--- src/rtl/spike_sweep_scheduler_pkg.sv ---
// Shared definitions for the spike sweep scheduler: FSM state encoding and
// the width derivations used by the top, its interface and the comparator.
package spike_sweep_scheduler_pkg;

    typedef enum logic [2:0] {
        IDLE = 3'd0,
        READ = 3'd1,
        EVAL = 3'd2,
        EMIT = 3'd3,
        DONE = 3'd4
    } state_t;

    // Membrane potential width for a given comparator stage count.
    function automatic int pot_width(input int n_stage);
        return n_stage + 2;
    endfunction

    function automatic int idx_width(input int n_neurons);
        return $clog2(n_neurons);
    endfunction

endpackage

--- src/rtl/spike_sweep_scheduler_if.sv ---
// Potential-memory port and spike-event handshake between the scheduler
// (master) and the memory / spike consumer side (slave).
interface spike_sweep_scheduler_if #(
    parameter int W     = 4,
    parameter int IDX_W = 3
) ();
    logic             mem_rd_en;
    logic [IDX_W-1:0] mem_addr;
    logic [W-1:0]     mem_rd_data;
    logic             mem_wr_en;
    logic [W-1:0]     mem_wr_data;
    logic             spike_valid;
    logic [IDX_W-1:0] spike_idx;
    logic             spike_ready;

    modport master (
        output mem_rd_en, mem_addr, mem_wr_en, mem_wr_data, spike_valid, spike_idx,
        input  mem_rd_data, spike_ready
    );

    modport slave (
        input  mem_rd_en, mem_addr, mem_wr_en, mem_wr_data, spike_valid, spike_idx,
        output mem_rd_data, spike_ready
    );
endinterface

--- src/rtl/spike_sweep_scheduler_spike_generator.sv ---
// Threshold comparator: fires when u + minus_theta carries out of W bits,
// which is u >= theta for a non-zero threshold.
module spike_generator
    import spike_sweep_scheduler_pkg::*;
#(
    parameter int n_stage = 2
) (
    input  logic [pot_width(n_stage)-1:0] u,
    input  logic [pot_width(n_stage)-1:0] minus_theta,
    output logic                          is_spike
);
    localparam int W = pot_width(n_stage);

    assign is_spike = 1'(({1'b0, u} + {1'b0, minus_theta}) >> W);
endmodule

--- src/rtl/spike_sweep_scheduler.sv ---
// Sweeps all neuron potentials through one shared comparator, emits a spike
// event per firing neuron and resets that neuron's potential to U_REST.
module spike_sweep_scheduler
    import spike_sweep_scheduler_pkg::*;
#(
    parameter int N_NEURONS = 8,
    parameter int n_stage   = 2,
    parameter int U_REST    = 0
) (
    input  logic                           clk,
    input  logic                           rst_n,
    input  logic                           start,
    input  logic [pot_width(n_stage)-1:0]  theta,
    output logic                           busy,
    output logic                           done,
    output logic [idx_width(N_NEURONS):0]  spike_count,
    spike_sweep_scheduler_if.master        bus
);
    localparam int W     = pot_width(n_stage);
    localparam int IDX_W = idx_width(N_NEURONS);
    localparam logic [IDX_W-1:0] LAST_IDX = IDX_W'(N_NEURONS - 1);

    state_t           state;
    logic [IDX_W-1:0] idx;
    logic [W-1:0]     minus_theta;
    logic             is_spike;
    logic             step;

    spike_generator #(.n_stage(n_stage)) u_spike_generator (
        .u           (bus.mem_rd_data),
        .minus_theta (minus_theta),
        .is_spike    (is_spike)
    );

    // A neuron is finished when it did not fire, or when its event was taken.
    assign step = ((state == EVAL) && !is_spike) ||
                  ((state == EMIT) && bus.spike_valid && bus.spike_ready);

    always_ff @(posedge clk or negedge rst_n) begin
        if (!rst_n) begin
            state           <= IDLE;
            idx             <= '0;
            minus_theta     <= '0;
            busy            <= 1'b0;
            done            <= 1'b0;
            spike_count     <= '0;
            bus.mem_rd_en   <= 1'b0;
            bus.mem_addr    <= '0;
            bus.mem_wr_en   <= 1'b0;
            bus.mem_wr_data <= '0;
            bus.spike_valid <= 1'b0;
            bus.spike_idx   <= '0;
        end else begin
            // NOTE: strobes default low here so each one is a single-cycle pulse
            // unless the state below re-asserts it; later assignments win.
            done            <= 1'b0;
            bus.mem_rd_en   <= 1'b0;
            bus.mem_wr_en   <= 1'b0;
            bus.mem_wr_data <= W'(U_REST);

            case (state)
                IDLE: begin
                    if (start) begin
                        minus_theta   <= ~theta + W'(1);
                        idx           <= '0;
                        spike_count   <= '0;
                        busy          <= 1'b1;
                        bus.mem_rd_en <= 1'b1;
                        bus.mem_addr  <= '0;
                        state         <= READ;
                    end
                end
                READ: state <= EVAL;
                EVAL: begin
                    if (is_spike) begin
                        bus.spike_idx   <= idx;
                        bus.spike_valid <= 1'b1;
                        bus.mem_wr_en   <= 1'b1;
                        bus.mem_addr    <= idx;
                        spike_count     <= spike_count + (IDX_W + 1)'(1);
                        state           <= EMIT;
                    end
                end
                EMIT: begin
                    if (bus.spike_ready) bus.spike_valid <= 1'b0;
                end
                DONE: begin
                    busy  <= 1'b0;
                    state <= IDLE;
                end
                default: state <= IDLE;
            endcase

            if (step) begin
                if (idx == LAST_IDX) begin
                    done  <= 1'b1;
                    state <= DONE;
                end else begin
                    idx           <= idx + IDX_W'(1);
                    bus.mem_rd_en <= 1'b1;
                    bus.mem_addr  <= idx + IDX_W'(1);
                    state         <= READ;
                end
            end
        end
    end
endmodule

--- src/flat_wrapper.sv ---
// flat-port wrapper written by rule: the top's interface ports become plain ports
module spike_sweep_scheduler_flat import spike_sweep_scheduler_pkg::*;
#(
    parameter int N_NEURONS = 8,
    parameter int n_stage   = 2,
    parameter int U_REST    = 0
)
  (clk, rst_n, start, theta, busy, done, spike_count, bus_mem_rd_en, bus_mem_addr, bus_mem_wr_en, bus_mem_wr_data, bus_spike_valid, bus_spike_idx, bus_mem_rd_data, bus_spike_ready);
  spike_sweep_scheduler_if #(.W(4), .IDX_W(3)) bus_i ();
  input  logic clk;
  input  logic rst_n;
  input  logic start;
  input  logic [pot_width(n_stage)-1:0] theta;
  output logic busy;
  output logic done;
  output logic [idx_width(N_NEURONS):0] spike_count;
  output wire logic [$bits(bus_i.mem_rd_en)-1:0] bus_mem_rd_en;
  output wire logic [$bits(bus_i.mem_addr)-1:0] bus_mem_addr;
  output wire logic [$bits(bus_i.mem_wr_en)-1:0] bus_mem_wr_en;
  output wire logic [$bits(bus_i.mem_wr_data)-1:0] bus_mem_wr_data;
  output wire logic [$bits(bus_i.spike_valid)-1:0] bus_spike_valid;
  output wire logic [$bits(bus_i.spike_idx)-1:0] bus_spike_idx;
  input wire logic [$bits(bus_i.mem_rd_data)-1:0] bus_mem_rd_data;
  input wire logic [$bits(bus_i.spike_ready)-1:0] bus_spike_ready;
  assign bus_mem_rd_en = bus_i.mem_rd_en;
  assign bus_mem_addr = bus_i.mem_addr;
  assign bus_mem_wr_en = bus_i.mem_wr_en;
  assign bus_mem_wr_data = bus_i.mem_wr_data;
  assign bus_spike_valid = bus_i.spike_valid;
  assign bus_spike_idx = bus_i.spike_idx;
  assign bus_i.mem_rd_data = bus_mem_rd_data;
  assign bus_i.spike_ready = bus_spike_ready;
  spike_sweep_scheduler #(.N_NEURONS(N_NEURONS), .n_stage(n_stage), .U_REST(U_REST)) u_core (.clk(clk), .rst_n(rst_n), .start(start), .theta(theta), .busy(busy), .done(done), .spike_count(spike_count), .bus(bus_i));
endmodule
--- config.mk ---
export PLATFORM = sky130hd
export DESIGN_NAME = spike_sweep_scheduler_flat
export DESIGN_NICKNAME = d
export VERILOG_FILES = /design/src/rtl/spike_sweep_scheduler_pkg.sv /design/src/rtl/spike_sweep_scheduler_if.sv /design/src/rtl/spike_sweep_scheduler_spike_generator.sv /design/src/rtl/spike_sweep_scheduler.sv /design/src/flat_wrapper.sv
export SDC_FILE = /design/constraint.sdc
export NUM_CORES = 1
export LEC_CHECK = 0
export ABC_CLOCK_PERIOD_IN_PS = 4400
export CORE_MARGIN = 2
export CORE_UTILIZATION = 52
export DETAILED_ROUTE_END_ITERATION = 8
export PLACE_DENSITY = 0.83
export SLEW_MARGIN = 20
export SYNTH_ARGS = -nofsm -noshare
export SYNTH_HDL_FRONTEND = slang
export SYNTH_SLANG_ARGS = --single-unit
--- constraint.sdc ---
create_clock -name clk -period 4.4 [get_ports clk]
set_clock_uncertainty 0.1 [all_clocks]
set_input_delay 0.66 -clock clk [delete_from_list [all_inputs] [get_ports clk]]
set_output_delay 0.66 -clock clk [all_outputs]
set_load 0.02 [all_outputs]
== Yosys cells after proc, flatten, opt, wreduce, memory -nomap -nowiden ==
Cells that the tools add are included.
Cells by class
  add/sub/neg operators: 4
  eq/ne operators: 11
  muxes and demuxes: 30
  bitwise gates (word level): 1
  reductions and logical operators: 15
Operator list (number)
  two-way mux 3 bit: 12
  one-hot mux 3 bit (4 select lines): 1
  two-way mux 1 bit: 11
  AND reduction 3 bit: 3
  adder 4 x 1 -> 4 bit, second input constant: 2
  two-way mux 4 bit: 2
  one-hot mux 4 bit (2 select lines): 1
  equality test 3 x 2 -> 1 bit, second input constant: 2
  equality test 3 bit, second input constant: 2
  one-hot mux 3 bit (2 select lines): 1
  AND reduction 2 bit: 3
  nonzero test 2 bit: 3
  adder 4 x 4 -> 5 bit: 1
  inequality test 2 x 1 -> 1 bit, second input constant: 2
  inequality test 2 bit, second input constant: 2
  NOT 4 bit: 1
  one-hot mux 1 bit (2 select lines): 2
  adder 3 x 1 -> 3 bit, second input constant: 1
  equality test 3 x 1 -> 1 bit, second input constant: 1
  logical AND 1 bit: 3
  logical NOT 3 bit: 1
  inequality test 3 x 1 -> 1 bit, second input constant: 1
  inequality test 3 x 2 -> 1 bit, second input constant: 1
  logical NOT 1 bit: 1
  logical OR 1 bit: 1
Storage, ports and cells
  flip-flop bits (word level): 25
  bits of input ports: 12
  word-level logic and storage cells: 72

== Depth between registers and ports, before layout ==
Gate-level depths: netlist of the first run.
  depth after elaboration: 6
  gate-level depth with buffers: 7
  mapped depth without buffers: 7

== Hierarchy ==
Synthesis of the first run repeated with hierarchy kept, for this count alone.
Unflattened totals
  cell total of the unflattened synthesis: 127
  area total of the unflattened synthesis: 1335.0 um^2
By module, submodules not included
  spike_sweep_scheduler: instances 1, cells an instance 119, area an instance 1261.2 um^2
  spike_generator: instances 1, cells an instance 8, area an instance 73.8 um^2

== Worst setup path after synthesis of the first run ==
OpenSTA, ideal clock, no wires.
  path type: in2reg
  start: in bus_mem_rd_data[3]
  end: reg u_core.spike_count[3]
  setup time: 0.077 ns
  arrival: 1.999 ns
  slack: 2.224 ns
  stages: 5
  path buffers: 0
  path through: ha_1 o21ai_1 a221o_1 or4_1 a21oi_1
Between the ends
  cells in the longest elaborated chain, start to end: 3
Ends and longest elaborated chain
  start, declared: RTL line flat_wrapper.sv:23  | input wire logic [$bits(bus_i.mem_rd_data)-1:0] bus_mem_rd_data;
  adder 4 x 4 -> 5 bit: RTL line spike_sweep_scheduler_spike_generator.sv:14  | assign is_spike = 1'(({1'b0, u} + {1'b0, minus_theta}) >> W);
  inequality test 2 x 1 -> 1 bit (no line)
  AND reduction 3 bit (no line)
  end signal, assigned: RTL line spike_sweep_scheduler.sv:80  | spike_count <= spike_count + (IDX_W + 1)'(1);
  end, declared: RTL line spike_sweep_scheduler.sv:16  | output logic [idx_width(N_NEURONS):0] spike_count,
Every way passes these cells.
A chain may end at the register's enable or synchronous reset.

== Worst setup path after layout of the first run ==
  start: in bus_mem_rd_data[1]
  end: reg u_core.bus.mem_addr[1]
Between the ends
  cells in the longest elaborated chain, start to end: 5
  elaborated cells on any way between the ends: 8
  classes of those cells: add/sub: 1; mux: 4; reduce/logical: 3
Ends and longest elaborated chain
  adder 4 x 4 -> 5 bit *: RTL line spike_sweep_scheduler_spike_generator.sv:14
  two-way mux 3 bit / logical NOT 1 bit (equally long branches): RTL line spike_sweep_scheduler.sv:75, spike_sweep_scheduler.sv:36
  one-hot mux 3 bit (2 select lines) / logical AND 1 bit (equally long branches): RTL line spike_sweep_scheduler.sv:61, spike_sweep_scheduler.sv:36
  two-way mux 3 bit / logical OR 1 bit (equally long branches): RTL line spike_sweep_scheduler.sv:95, spike_sweep_scheduler.sv:36
  two-way mux 3 bit *: RTL line spike_sweep_scheduler.sv:94  | if (step) begin
  end signal, assigned: RTL line spike_sweep_scheduler.sv:79  | bus.mem_addr <= idx;
  end signal, assigned: RTL line spike_sweep_scheduler.sv:101  | bus.mem_addr <= idx + IDX_W'(1);
  end, declared: RTL line spike_sweep_scheduler_if.sv:17  | output mem_rd_en, mem_addr, mem_wr_en, mem_wr_data, spike_valid, spike_idx,
Every way passes the cells marked *; elsewhere a longest branch is shown, timed or not.

==> results of run 1 <==
-- worst max path at each step --
stage / from / end / slack (ns)
floorplan: bus_mem_rd_data[3] / u_core.spike_count[3] / 2.22
global placement: bus_mem_rd_data[2] / u_core.spike_count[3] / 1.70
detailed placement: bus_mem_rd_data[1] / u_core.idx[2] / 1.64
CTS: bus_mem_rd_data[1] / u_core.bus.mem_addr[1] / 1.97
global route: bus_mem_rd_data[1] / u_core.bus.mem_addr[1] / 1.87
finish: bus_mem_rd_data[1] / u_core.bus.mem_addr[1] / 1.96
-- power by group through the flow --
| stage | registers [mW] | logic, mW | clock network, mW |
|---|---|---|---|
| 6_report | 0.399 | 0.535 | 0.108 |
| 3_5_place_dp | 0.405 | 0.535 | 0 |
| 3_3_place_gp | 0.399 | 0.515 | 0 |
| 5_1_grt | 0.414 | 0.599 | 0.119 |
| 4_1_cts | 0.399 | 0.541 | 0.111 |
| 2_1_floorplan | 0.455 | 0.286 | 0 |
-- flip-flops by register name (all words and copies together), names as in the netlist, 3 cells and up --
register,count
u_core.state,3
u_core.minus_theta,4
u_core.idx,3
u_core.bus.mem_addr,3
u_core.bus.spike_idx,3
u_core.spike_count,4
-- routing by layer --
metal / vias up / wire length [um] / GRT usage (%)
met3: 4 / 125 / 3.89
li1: 509 / - / -
met1: 510 / 1110 / 28.5
met4: 0 / 57 / 12.0
met5: - / 0 / 0
met2: 26 / 1270 / 36.6
-- kinds of logic (layout without fill, tap and decap cells) --
group / Yosys count / after routing
AOI/OAI and AO/OA: 40 / 40
xor gates and xnor gates: 2 / 2
adders and majority gates: 7 / 7
buffers and inverters: 17 / 41
DFF: 25 / 25
muxes: 3 / 3
other: 1 / 4
and+or+nand+nor: 34 / 34
-- worst max-delay path, delay by kind of cell --
kind	cells	cell delay, ns
adder cells (fa/ha/maj)	1	0.31
AO/OA/AOI/OAI	4	1.23
buffers and inverters	1	0.40
-- stage by stage --
stage	area, um2	hold WS [ns]
after floorplan	1290	0.264
after global placement	1550	0.370
after detailed placement	1550	0.406
after CTS	1580	0.438
after global routing	1570	0.230
final	1570	0.190
-- layout by cell type, fill, tap and decap left out, types with 2 or more instances in the layout --
cell / netlist / routed
mux2i_1: 2 / 2
ha_1: 7 / 7
nand2_1: 16 / 16
inv_1: 10 / 10
o21ai_0: 11 / 11
a21oi_1: 8 / 8
nand3_1: 2 / 2
clkdlybuf4s50_1: 0 / 25
a21boi_1: 2 / 2
conb_1: 1 / 4
a211oi_1: 2 / 2
o21ai_1: 6 / 6
o211ai_1: 2 / 2
a31oi_1: 2 / 2
or4_1: 2 / 2
xor2_1: 2 / 2
clkbuf_4: 0 / 3
o31ai_1: 2 / 2
dfrtp_1: 25 / 25
nor3_1: 2 / 2
nor2_1: 4 / 4
-- final cells by class --
type / count / area [um2]
fill: 190 / 706
clock buffer: 3 / 22.5
sequential: 25 / 626
clock inverter: 1 / 7.51
tap: 28 / 35.0
inverter: 11 / 41.3
multi-input combinational: 90 / 583
timing repair buffer: 26 / 255
==> impl_metrics.tcl, run 1 <==
set metrics [dict create \
    timing.rr.start "u_core.minus_theta[1]" \
    pwr-share-comb_pct 51.3 \
    cts_hold_buf 0 \
    fin_util_pct 69.0 \
    drive_above_1_share_pct 7.69 \
    fin_nets 176 \
    synth-xor-area-share_pct 1.37 \
    clkSinkCount 25 \
    fmax_mhz 409 \
    clkSlewWorstSetupHoldPaths_ns 0.14 \
    synth_top_family_by_area "compound AO/OA/AOI/OAI gates" \
    syn2layout_area_growth_pct 23.0 \
    cts_setup_buffers 0 \
    fin_cells 184 \
    routabilityCongestion 0.808 \
    syn_inst 129 \
    r2r_slack_ns 2.30 \
    setup_slack_ns 1.96 \
    power_density_mw_per_mm2 663 \
    io_pins 31 \
    pre_cts_slack_ns 1.64 \
    yosys_warnings 0 \
    r2r-end "u_core.bus.mem_addr[1]" \
    synthAdderAreaFrac_pct 6.86 \
    antenna_found_initial 0 \
    tns_ns 0 \
    antenna_cells 0 \
    hold_viol 0 \
    cts_buffers 3 \
    synthMostInstantiatedCell "dfrtp_1" \
    worstPathMaxFanout 6 \
    cts_resized 0 \
    wire_per_inst_um 14.0 \
    rows 17 \
    synth_top_cell_area_share_pct 49.0 \
    critPathLaunchType "primary input" \
    min_path_type "in2async" \
    synth_top_area_cell "dfrtp_1" \
    cts_tree "done" \
    grt_overflow 0 \
    numPortBuffers 26 \
    p_int_uw 601 \
    dr_total_vias 1049 \
    grt_pass1_wl_mm 4.52 \
    synth.area.top_cells "dfrtp_1 49%, ha_1 6.9%, nand2_1 4.7%, o21ai_0 4.3%, a21oi_1 3.1%" \
    synthTopCellsByCount "25 x dfrtp_1, 16 x nand2_1, 11 x o21ai_0, 10 x inv_1, 8 x a21oi_1" \
    ys_types 36 \
    setup_violations 0 \
    core_mm2 0.00228 \
    async_reset_ff_share_pct 100 \
    drtIter0Drc 19 \
    p_sw_share_pct 42.3 \
    avgSynthCellArea_um2 9.89 \
    ys_seq_area_share_pct 49.0 \
    cpMaxStageDelayCell "a311oi_1" \
    power.switching_uw 440 \
    fin_crit_sh_pct 55.6 \
    die-area_mm2 0.00287 \
    clock_latency_ns 0.32 \
    hpwlAfterDp_mm 1.96 \
    ff2ff_path_depth 5 \
    grtUsageTotal_pct 22.5 \
    power_leakage_nw 0.726 \
    slew_viol_final 0 \
    grt_pass1_vias 1022 \
    worstMarginPinSlew_ns 0.546 \
    die_h_um 53.5 \
    remaining_drc_errors 0 \
    crit_path_max_incr_delay_ns 0.44 \
    cp_cell_sequence "clkdlybuf4s50_1, ha_1, a311oi_1, o211ai_1, a21o_1, a31oi_1" \
    muxShareOfSynthArea_pct 2.45 \
    cp.arrival_ns 2.60 \
    ant_nets 0 \
    relSlewSlack_pct 63.6 \
    max_cap_viol_count 0 \
    cp-end-kind "flop" \
    clockPowerShare_pct 10.4 \
    ys_seq_elements 25 \
    rsz0062_at_grt "false" \
    sequentialPowerShare_pct 38.3 \
    ys.flop_type "dfrtp_1" \
    routed_wl_mm 2.57 \
    worstSetupPathType "in2reg" \
    drt_pass1_iterations 4 \
    dp_cells 180 \
    htreeDepth 1 \
    syn_area_mm2 0.00128 \
    synth_compound_area_share_pct 19.0 \
    period_minus_slack_ns 2.44 \
    start_util_pct 56.1 \
    clock-root-buffer "clkbuf_4" \
    synth-simple-area-share_pct 14.8 \
    status "finished, final reports clean" \
    peakVddDrop_mv 0.380 \
    synth_edf_count 0 \
    clk_path_buf_depth 2 \
    die_w_um 53.5 \
    finalPower_mw 1.04 \
    critical_path_required_ns 4.55 \
    grt_max_degree 26 \
    via_per_inst 5.70 \
]
No activity file was read; power rests on OpenSTA's default activity.
==> run 2, diff against run 1 <==
ABC_CLOCK_PERIOD_IN_PS = 2400   (was 4400)
CORE_UTILIZATION = 48   (was 52)
PLACE_DENSITY = 0.78   (was 0.83)
clock period = 2.4 ns   (was 4.4 ns; I/O delays follow)
==> impl_metrics.tcl, run 2 (synthesis gave the netlist of run 1 again) <==
set metrics [dict create \
    status "finished, final reports clean" \
    drive_above_1_share_pct 8.81 \
    worstSetupPathType "in2reg" \
    min_path_type "in2async" \
    clkSlewWorstSetupHoldPaths_ns 0.13 \
    htreeDepth 1 \
    grt_max_degree 26 \
    hpwlAfterDp_mm 1.91 \
    max_cap_viol_count 0 \
    start_util_pct 51.1 \
    dr_total_vias 1026 \
    critPathLaunchType "primary input" \
    cts_setup_buffers 0 \
    cts_resized 0 \
    antenna_cells 0 \
    die-area_mm2 0.00309 \
    fmax_mhz 485 \
    final_area_mm2 0.00160 \
    final_common_cell "clkdlybuf4s50_1" \
    core_mm2 0.00250 \
    pre_cts_slack_ns -0.00299 \
    setup_violations 0 \
    rsz0062_at_grt "false" \
    tns_ns 0 \
    peakVddDrop_mv 0.746 \
    dp_cells 185 \
    rows 18 \
    clk_path_buf_depth 2 \
    ant_nets 0 \
    via_per_inst 5.43 \
    hold_viol 0 \
    die_w_um 55.6 \
    finalPower_mw 1.92 \
    syn2layout_area_growth_pct 25.2 \
    fin_util_pct 63.9 \
    fin_nets 179 \
    worstPathMaxFanout 5 \
    r2r-end "u_core.spike_count[3]" \
    grtUsageTotal_pct 17.3 \
    fin_crit_sh_pct 86.0 \
    io_pins 31 \
    fillers 223 \
    remaining_drc_errors 0 \
    grt_pass1_wl_mm 4.24 \
    drtIter0Drc 14 \
    timing.rr.start "u_core.minus_theta[3]" \
    grt_pass1_vias 964 \
    fin_hold_ws_ns 0.281 \
    clock-root-buffer "clkbuf_4" \
    clkSinkCount 25 \
    cp-end-kind "flop" \
    slew_viol_final 0 \
    drt_pass1_iterations 4 \
    power_density_mw_per_mm2 1200 \
    numPortBuffers 26 \
    r2r_slack_ns 0.39 \
    setup_slack_ns 0.337 \
    crit_start "bus_mem_rd_data[2]" \
    grt_overflow 0 \
    period_minus_slack_ns 2.06 \
    final_cell_mix "26 x clkdlybuf4s50_1, 25 x dfrtp_1, 16 x nand2_1" \
    cts_hold_buf 0 \
    cp.arrival_ns 2.22 \
    top_regs "u_core.minus_theta x4, u_core.spike_count x4" \
    wire_per_inst_um 12.9 \
    power_leakage_nw 0.743 \
    cts_buffers 3 \
    antenna_found_initial 0 \
    die_h_um 55.6 \
    ff2ff_path_depth 5 \
    fin_cells 189 \
    critical_path_required_ns 2.56 \
    clock_latency_ns 0.32 \
    dpl_cell_area_mm2 0.00157 \
    cts_tree "done" \
    routabilityCongestion 0.779 \
    routed_wl_mm 2.44 \
]
run 2: area by class of cell:
cell class / instances / area (um2) / area share [%]
Multi-Input combinational cell: 90 / 583 / 36.5
Sequential cell: 25 / 626 / 39.2
Inverter: 11 / 41.3 / 2.58
Tap cell: 30 / 37.5 / 2.35
Timing Repair Buffer: 29 / 283 / 17.7
Clock inverter: 1 / 5.00 / 0.313
Clock buffer: 3 / 22.5 / 1.41
run 2: how the worst max path moves through the flow:
stage | endpoint | depth (start not counted)
after global placement | u_core.spike_count[3] | 6
final | u_core.spike_count[3] | 6
after floorplan | u_core.spike_count[3] | 5
after CTS | u_core.spike_count[3] | 6
after detailed placement | u_core.spike_count[3] | 6
after global routing | u_core.spike_count[3] | 6
run 2: power breakdown:
part           leakage [nW]  switching [mW]  total (mW)  internal, mW
Sequential            0.312           0.142       0.736         0.595
Clock                0.0177           0.125       0.187        0.0624
Combinational         0.413           0.522       0.992         0.470
run 2: metal layers:
metal | track usage [%] | up-vias | routed length (um)
met1 | 23.1 | 482 | 1140
met3 | 3.28 | 4 | 108
li1 | - | 513 | -
met2 | 28.6 | 27 | 1160
met4 | 5.23 | 0 | 31
met5 | 0 | - | 0
run 2: critical path: stages:
cell and delay (ns):
clkdlybuf4s50_1 0.46, ha_1 0.21, o21ai_1 0.14, a221o_1 0.41, or4_1 0.49, a21oi_1 0.15
==> patch: new RTL, flow settings as in run 1 <==
Register the output `spike_count` once more, with the module's reset; this adds one clock of latency there. The other outputs are not delayed to match.
--- a/src/rtl/spike_sweep_scheduler.sv
+++ b/src/rtl/spike_sweep_scheduler.sv
@@ -21,2 +21,4 @@
     localparam logic [IDX_W-1:0] LAST_IDX = IDX_W'(N_NEURONS - 1);
+
+    logic [idx_width(N_NEURONS):0] spike_count_s0;
 
@@ -45,3 +47,3 @@
             done            <= 1'b0;
-            spike_count     <= '0;
+            spike_count_s0  <= '0;
             bus.mem_rd_en   <= 1'b0;
@@ -65,3 +67,3 @@
                         idx           <= '0;
-                        spike_count   <= '0;
+                        spike_count_s0 <= '0;
                         busy          <= 1'b1;
@@ -79,3 +81,3 @@
                         bus.mem_addr    <= idx;
-                        spike_count     <= spike_count + (IDX_W + 1)'(1);
+                        spike_count_s0  <= spike_count_s0 + (IDX_W + 1)'(1);
                         state           <= EMIT;
@@ -106,2 +108,10 @@
     end
+    always_ff @(posedge clk or negedge rst_n) begin
+        if (!rst_n) begin
+            spike_count <= '0;
+        end else begin
+            spike_count <= spike_count_s0;
+        end
+    end
+
 endmodule
Behaviour: not the same (a bounded check fails within 4 cycles, from zero or initial values and one cycle with rst_n low).
==> patch against run 1 <==
Synthesized cell count down 2.3%; largest power group unchanged; area after synthesis up 8.5%; critical path depth is the same; wire length decreased by 4.9%; critical path type unchanged; core utilization rose by 1.1 points; largest cell class unchanged; cell area up 12%; total power up 9.4%; global-route usage fell by 4.0 points; worst setup slack worse by 90 ps; sequential cell count increased by 4; die area up 7.9%; sequential power up 9.3%.
==> patch: results (changes against run 1) <==
[drt]
initialDrtViolationCount = 29  ; +10
drt_first_pass_iters = 4  ; unchanged
wl_per_cell_um = 12.9  ; -7.4%
vias_per_cell = 5.26  ; -7.7%

[worst_setup_path]
rrSetupSlack_ps = 2220  ; -80 ps
cp_top_family = compound AO/OA/AOI/OAI gates
critPathMaxStageDelay_ps = 400  ; -40 ps
critPathMaxFanout = 8  ; +2
cp.arrival_ps = 2660  ; +60 ps
cp_slowest_cell = clkdlybuf4s50_1

[logic_synthesis]
synthMuxAreaShare = 0.0452  ; +0.0207
synth_compound_area_frac = 0.145  ; -0.0457
yosysWarnings = 0  ; unchanged
ys_seq_area_frac = 0.524  ; +0.0337
synth-adder-area-share = 0.0632  ; -0.00539
synthTopCellsByCount = 29 x dfrtp_1, 22 x nand2_1, 9 x o21ai_0
synthArstFlopShare = 1.00  ; unchanged
synth.top_cells.by_area = dfrtp_1 52%, ha_1 6.3%, nand2_1 6.0%
synth-xor-area-share = 0.0126  ; -0.00108
synth_ff_type = dfrtp_1
synth_cell_types = 33  ; -8.3%

[global_route]
grt_pass1_wl_um = 4380  ; -3.1%
grt_pass1_vias = 1012  ; -0.98%
grt_max_degree = 30  ; +15%
antenna_found_initial = 0  ; unchanged
track_usage = 0.185  ; -0.0400

[placement]
dpl_cell_area_mm2 = 0.00167  ; +7.9%
hpwl_um = 1850  ; -5.8%
gp_congestion = 0.801  ; -0.85%
portBuffers = 26  ; unchanged

[clock_network]
hold_buffers = 0  ; unchanged
clk_pin_slew_ps = 90  ; -50 ps
clkLatencyLatePin_ps = 330
clockBufferDepth = 2  ; unchanged
post_cts_resize_count = 0  ; unchanged
numCtsBuffers = 5  ; +2
htreeDepth = 2  ; +1
postCtsSetupRepairBufs = 0  ; unchanged
root_buffer = clkbuf_4

[finish]
drive_gt1_frac = 0.113  ; +0.0363
antenna_cells = 0  ; unchanged
top_regs = u_core.minus_theta: 4 flops, u_core.spike_count: 4 flops, u_core.spike_count_s0: 4 flops
fillers = 189  ; -0.53%
nets = 177  ; +0.57%

[power_and_ir_drop]
p_sw_mw = 0.415  ; -5.6%
irDropWorstVdd_v = 0.000480  ; +26%
leakage_nw = 0.825  ; +14%

[hold_path]
hold_path_class = reg -> reg

[timing]
hold_ws_ps = 311  ; +121 ps
fin_setup_tns_ps = 0  ; unchanged
setup_viol = 0  ; unchanged

[run_status]
outcome = completed

==> patch: cell types whose count changed after synthesis, sizes merged, moves of 3 or more <==
cell / delta
o21ai: -8
nand2: +6
dfrtp: +4
or3: +4
inv: -3
==> patch: worst paths after layout <==
path / start / end / cells past startpoint
worst max-delay path: bus_mem_rd_data[1] / u_core.bus.mem_addr[2]$_DFF_PN0_ / 6
worst min-delay path: u_core.spike_count_s0[3]$_DFFE_PN0P_ / u_core.spike_count[3]$_DFF_PN0_ / 0
worst max register to register: u_core.minus_theta[1]$_DFFE_PN0P_ / u_core.bus.mem_addr[2]$_DFF_PN0_ / 5
worst min register to register: u_core.spike_count_s0[3]$_DFFE_PN0P_ / u_core.spike_count[3]$_DFF_PN0_ / 0
max in group asynchronous: rst_n / u_core.busy$_DFFE_PN0P_ / 2
min in group asynchronous: rst_n / u_core.state[1]$_DFFE_PN0P_ / 2
==> patch: layout make-up <==
| type | count | area share |
|---|---|---|
| Tap cell | 30 | 0.0214 |
| Clock inverter | 1 | 0.0171 |
| Clock buffer | 7 | 0.0314 |
| Sequential cell | 29 | 0.414 |
| Inverter | 8 | 0.0186 |
| Multi-Input combinational cell | 87 | 0.345 |
| Timing Repair Buffer | 27 | 0.153 |
==> patch: power groups by stage <==
stage / sequential [mW] / clock, mW / combinational [mW]
finish: 0.436 / 0.226 / 0.477
global route: 0.448 / 0.244 / 0.533
CTS: 0.435 / 0.231 / 0.482
detailed placement: 0.440 / 0 / 0.480
global placement: 0.435 / 0 / 0.472
floorplan: 0.478 / 0 / 0.278
==> patch: stage by stage <==
step	util	setup WS [ps]	power (mW)	instances
finish	0.701	1870	1.14	189
global route	0.701	1760	1.22	189
CTS	0.701	1880	1.15	189
detailed placement	0.667	1520	0.920	181
global placement	0.667	1580	0.907	181
floorplan	-	2090	0.756	129
==> patch: layer usage <==
layer | vias up | share of wire | global-route usage
li1 | 501 | - | -
met1 | 454 | 0.46 | 0.219
met2 | 32 | 0.46 | 0.294
met3 | 8 | 0.057 | 0.0581
met4 | 0 | 0.025 | 0.108
met5 | - | 0 | 0
==> patch: cell families after synthesis <==
logic type	count (synthesis)
mux	6
flops	29
fa+ha+maj	7
other cells	1
simple gates	41
xor+xnor	2
compound gates	27
buf+inv	13
